### src/rtl/flush_request_unit.sv
// Collects redirect/halt requests, drives hazard-unit flush masks and the fetch redirect PC.
// Optional saturating retire counters are built when FLUSH_REQ_STATS_EN is defined.
module flush_request_unit #(
    parameter int PC_W    = 32,
    parameter int STATS_W = 16
) (
    input  logic               CLK,
    input  logic               nRST,
    input  logic               id_jump_valid,
    input  logic [PC_W-1:0]    id_jump_pc,
    input  logic               ex_redir_valid,
    input  logic [PC_W-1:0]    ex_redir_pc,
    input  logic               halt_req,
    input  logic               pipe_advance,
    output logic [0:3]         flushes,
    output logic               redirect_valid,
    output logic [PC_W-1:0]    redirect_pc,
    output logic               halted,
    output logic [STATS_W-1:0] cnt_id_flush,
    output logic [STATS_W-1:0] cnt_ex_flush
);

    localparam logic [0:3] MASK_ID   = 4'b1000;
    localparam logic [0:3] MASK_EX   = 4'b1100;
    localparam logic [0:3] MASK_HALT = 4'b1110;

    typedef enum logic [1:0] {
        IDLE    = 2'd0,
        PEND_ID = 2'd1,
        PEND_EX = 2'd2,
        HALTED  = 2'd3
    } state_t;

    state_t          state, next_state;
    logic [PC_W-1:0] pend_pc;
    logic            load_pend;
    logic [PC_W-1:0] load_pc;
    logic [PC_W-1:0] target;
    logic            drive_id;
    logic            drive_ex;

    always_ff @(posedge CLK) begin
        if (!nRST) begin
            state   <= IDLE;
            pend_pc <= '0;
        end else begin
            state <= next_state;
            if (load_pend) begin
                pend_pc <= load_pc;
            end
        end
    end

    always_comb begin
        next_state = state;
        load_pend  = 1'b0;
        load_pc    = '0;
        target     = '0;
        drive_id   = 1'b0;
        drive_ex   = 1'b0;

        // Halt outranks everything and is terminal until reset.
        if (halt_req || state == HALTED) begin
            next_state = HALTED;
        end else begin
            unique case (state)
                IDLE: begin
                    if (ex_redir_valid) begin
                        drive_ex = 1'b1;
                        target   = ex_redir_pc;
                        if (!pipe_advance) begin
                            next_state = PEND_EX;
                            load_pend  = 1'b1;
                            load_pc    = ex_redir_pc;
                        end
                    end else if (id_jump_valid) begin
                        drive_id = 1'b1;
                        target   = id_jump_pc;
                        if (!pipe_advance) begin
                            next_state = PEND_ID;
                            load_pend  = 1'b1;
                            load_pc    = id_jump_pc;
                        end
                    end
                end
                PEND_ID: begin
                    // An EX redirect belongs to an older instruction and replaces the pending jump.
                    if (ex_redir_valid) begin
                        drive_ex   = 1'b1;
                        target     = ex_redir_pc;
                        next_state = pipe_advance ? IDLE : PEND_EX;
                        load_pend  = !pipe_advance;
                        load_pc    = ex_redir_pc;
                    end else begin
                        drive_id = 1'b1;
                        target   = pend_pc;
                        if (pipe_advance) begin
                            next_state = IDLE;
                        end
                    end
                end
                PEND_EX: begin
                    drive_ex = 1'b1;
                    target   = pend_pc;
                    if (pipe_advance) begin
                        next_state = IDLE;
                    end
                end
                default: next_state = HALTED;
            endcase
        end
    end

    always_comb begin
        flushes        = 4'b0000;
        redirect_valid = 1'b0;
        redirect_pc    = '0;
        if (next_state == HALTED) begin
            flushes = MASK_HALT;
        end else if (drive_ex) begin
            flushes        = MASK_EX;
            redirect_valid = 1'b1;
            redirect_pc    = {target[PC_W-1:2], 2'b00};
        end else if (drive_id) begin
            flushes        = MASK_ID;
            redirect_valid = 1'b1;
            redirect_pc    = {target[PC_W-1:2], 2'b00};
        end
    end

    assign halted = (state == HALTED);

`ifdef FLUSH_REQ_STATS_EN
    logic [STATS_W-1:0] id_cnt, ex_cnt;

    function automatic logic [STATS_W-1:0] sat_inc(input logic [STATS_W-1:0] val);
        return (&val) ? val : val + 1'b1;
    endfunction

    always_ff @(posedge CLK) begin
        if (!nRST) begin
            id_cnt <= '0;
            ex_cnt <= '0;
        end else if (pipe_advance && next_state != HALTED) begin
            if (drive_ex) begin
                ex_cnt <= sat_inc(ex_cnt);
            end else if (drive_id) begin
                id_cnt <= sat_inc(id_cnt);
            end
        end
    end

    assign cnt_id_flush = id_cnt;
    assign cnt_ex_flush = ex_cnt;
`else
    assign cnt_id_flush = '0;
    assign cnt_ex_flush = '0;
`endif

endmodule

### config.mk
export PLATFORM = sky130hd
export DESIGN_NAME = flush_request_unit
export DESIGN_NICKNAME = d
export VERILOG_FILES = /design/src/rtl/flush_request_unit.sv
export SDC_FILE = /design/constraint.sdc
export NUM_CORES = 1
export LEC_CHECK = 0
export BUFFER_PORTS_ARGS = -buffer_cell sky130_fd_sc_hd__buf_2
export CAP_MARGIN = 25
export CORE_ASPECT_RATIO = 2
export CORE_MARGIN = 4
export CORE_UTILIZATION = 53
export CTS_CLUSTER_DIAMETER = 50
export DETAILED_ROUTE_END_ITERATION = 8
export PLACE_DENSITY = 0.9
export REMOVE_ABC_BUFFERS = 1
export SYNTH_ARGS = -nofsm -noshare
export SYNTH_HDL_FRONTEND = slang
export SYNTH_SLANG_ARGS = --single-unit
export TNS_END_PERCENT = 30
### constraint.sdc
create_clock -name CLK -period 2.8 [get_ports CLK]
set_input_delay 0 -clock CLK [delete_from_list [all_inputs] [get_ports CLK]]
set_output_delay 0 -clock CLK [all_outputs]
set_load 0.05 [all_outputs]
==> flow_metrics.tcl <==
set metrics [dict create \
    placed_area_mm2 0.00367 \
    yosysWarnings 0 \
    synth_top_family_by_area "compound AO/OA/AOI/OAI gates" \
    synth-compound-area-share 0.428 \
    layout-drive-gt1-share 0.335 \
    grtUsageMet1 0.299 \
    critPathArrivalTime_ns 2.32 \
    dpl.hpwl_um 7060 \
    synth-simple-area-share 0.210 \
    layout_common_cells "99 x buf_2, 35 x conb_1, 32 x dfxtp_1, 31 x a21oi_2, 31 x nand2_1" \
    hold_depth 3 \
    grt_pass1_wl_um 16700 \
    overflow 0 \
    cts_resized 0 \
    drc 0 \
    cts_tree "yes" \
    cts_sinks 32 \
    hold_class "input port to flip-flop" \
    nets 555 \
    synth_fa_ha_area_frac 0 \
    rsz0062_at_grt "no" \
    layout.cells.most_common "buf_2" \
    maxSlewViolCount 0 \
    startpoint_type "flip-flop" \
    ios 140 \
    worst_skew_pair.late_latency_ns 0.28 \
    use_met3 0.0487 \
    clk_path_buf_depth 2 \
    finClkSkew_ns 0.00349 \
    ant_nets 0 \
    crit_fanout 25 \
    syn_avg_cell_area_um2 7.96 \
    die-area_mm2 0.00769 \
    place_ws_ns 0.562 \
    post-route-period-util 0.827 \
    path_clk_slew_ns 0.05 \
    setup_ws_ns 0.484 \
    port-buffer-count 100 \
    rows 40 \
    post_cts_buffers 0 \
    p_leak_nw 1.44 \
    start_util 0.549 \
    outcome "completed" \
    htree_num_levels 2 \
    cts_hold_buf 0 \
    area_delta_synth_final_pct 15.6 \
    die_x_um 64.0 \
    gp_congestion 0.859 \
    finalCriticalPeriod_ns 2.32 \
    totalWireLength_um 10500 \
    hold_violations 0 \
    finalSetupViolations 0 \
    power_density_mw_per_mm2 447 \
    antenna_cells 0 \
    antenna_found_initial 0 \
    worst_pin_slew_ns 0.696 \
    top_usage_layer "met2" \
    wl_per_cell_um 18.5 \
    coreArea_mm2 0.00606 \
    instances_no_fill 570 \
    synth_cell_type_count 30 \
    cts-root-buf "clkbuf_16" \
    design_area_mm2 0.00385 \
    first_iter_violations 269 \
    met2_usage 0.455 \
    drtPass1Iterations 5 \
    critical_path_class "flip-flop to primary output" \
    max_cap_violations 0 \
    max_freq_ghz 0.432 \
    critPathRequiredTime_ns 2.80 \
    peakVddDrop_v 0.000250 \
    synth_xor_area_frac 0 \
    fin_tns_setup_ns 0 \
    dp.cells 561 \
    grt_pass1_vias 3571 \
    cts_made_buffers 5 \
    grt_use_total 0.267 \
    synth_seq_area_share 0.193 \
    muxShareOfSynthArea 0 \
    p_total_mw 1.72 \
    syn_area_mm2 0.00333 \
    end_kind "primary output" \
    vias 3682 \
    slew_headroom 0.535 \
    viasPerCell 6.46 \
    grt_max_degree 75 \
    reg2reg_depth 4 \
    die_h_um 120 \
    ys_ff_latch 32 \
    synthCells 418 \
]
[cell type report]
type                            instances  area [um2]
Clock buffer                            6         139
Multi-Input combinational cell        325        2270
Inverter                                4        15.0
Tap cell                               84         105
Clock inverter                          2        10.0
Timing Repair Buffer                  117         663
Sequential cell                        32         641
Fill cell                             507        2210
[per-stage QoR]
step | hold WS [ns] | util
6_report | 0.0540 | 0.635
3_3_place_gp | 0.317 | 0.606
3_5_place_dp | 0.346 | 0.606
2_1_floorplan | 0.142 | -
4_1_cts | 0.0524 | 0.631
5_1_grt | 0.0680 | 0.635
[metal layers]
| layer | share of wire | vias up | wire length, um |
|---|---|---|---|
| met5 | 0 | - | 0 |
| met4 | 0.042 | 0 | 437 |
| met3 | 0.085 | 39 | 892 |
| met2 | 0.51 | 217 | 5340 |
| met1 | 0.37 | 1751 | 3850 |
| li1 | - | 1675 | - |
[report_power, final]
part	switching [mW]	internal, mW
registers	0.0233	0.483
clock network	0.203	0.350
logic	0.474	0.186
total	0.700	1.02
[worst max-delay path, cell delays in order, from the launching register on]
cell and delay [ns]:
dfxtp_1 0.47, nor4b_4 0.58, buf_12 0.24, a22oi_1 0.14, a21oi_1 0.27, buf_2 0.32
[flip-flops by register name, summed over array words and instances (netlist names)]
signal	cells
pend_pc	30
state	2
[synth_stat cells]
library cell / number / area, um2
nand4b_1: 30 / 263
or3_4: 1 / 11.3
and2_1: 1 / 6.26
o221a_1: 30 / 338
conb_1: 1 / 3.75
a21oi_1: 30 / 150
nor2_1: 1 / 3.75
a21boi_1: 2 / 15.0
nor3b_1: 1 / 7.51
buf_6: 5 / 56.3
inv_1: 3 / 11.3
nor3_2: 1 / 10.0
o21ai_1: 30 / 150
dfxtp_1: 32 / 641
a22oi_1: 30 / 225
buf_4: 37 / 278
and2b_1: 2 / 15.0
o22ai_1: 2 / 12.5
or3_1: 1 / 6.26
nand2_1: 31 / 116
clkbuf_1: 26 / 97.6
buf_2: 23 / 115
a21oi_2: 31 / 272
o21a_1: 1 / 7.51
o41ai_4: 1 / 27.5
inv_2: 1 / 3.75
nand3b_1: 30 / 225
nor4b_2: 1 / 15.0
o211ai_1: 30 / 225
nor2b_1: 3 / 18.8
[final timing paths]
path                          end  slack, ns   startpoint
hold / removal           state[0]       0.05     halt_req
hold reg to reg       pend_pc[15]       0.53  pend_pc[15]
setup reg to reg      pend_pc[29]       0.86     state[1]
setup / recovery  redirect_pc[19]       0.48     state[1]
[kinds of logic after synthesis]
logic type             after synthesis
AND/OR/NAND/NOR                    103
AO/OA/AOI/OAI                      187
flip-flops                          32
other                                1
buffers and inverters               95
Note: power is estimated with default switching activity, not from simulation.
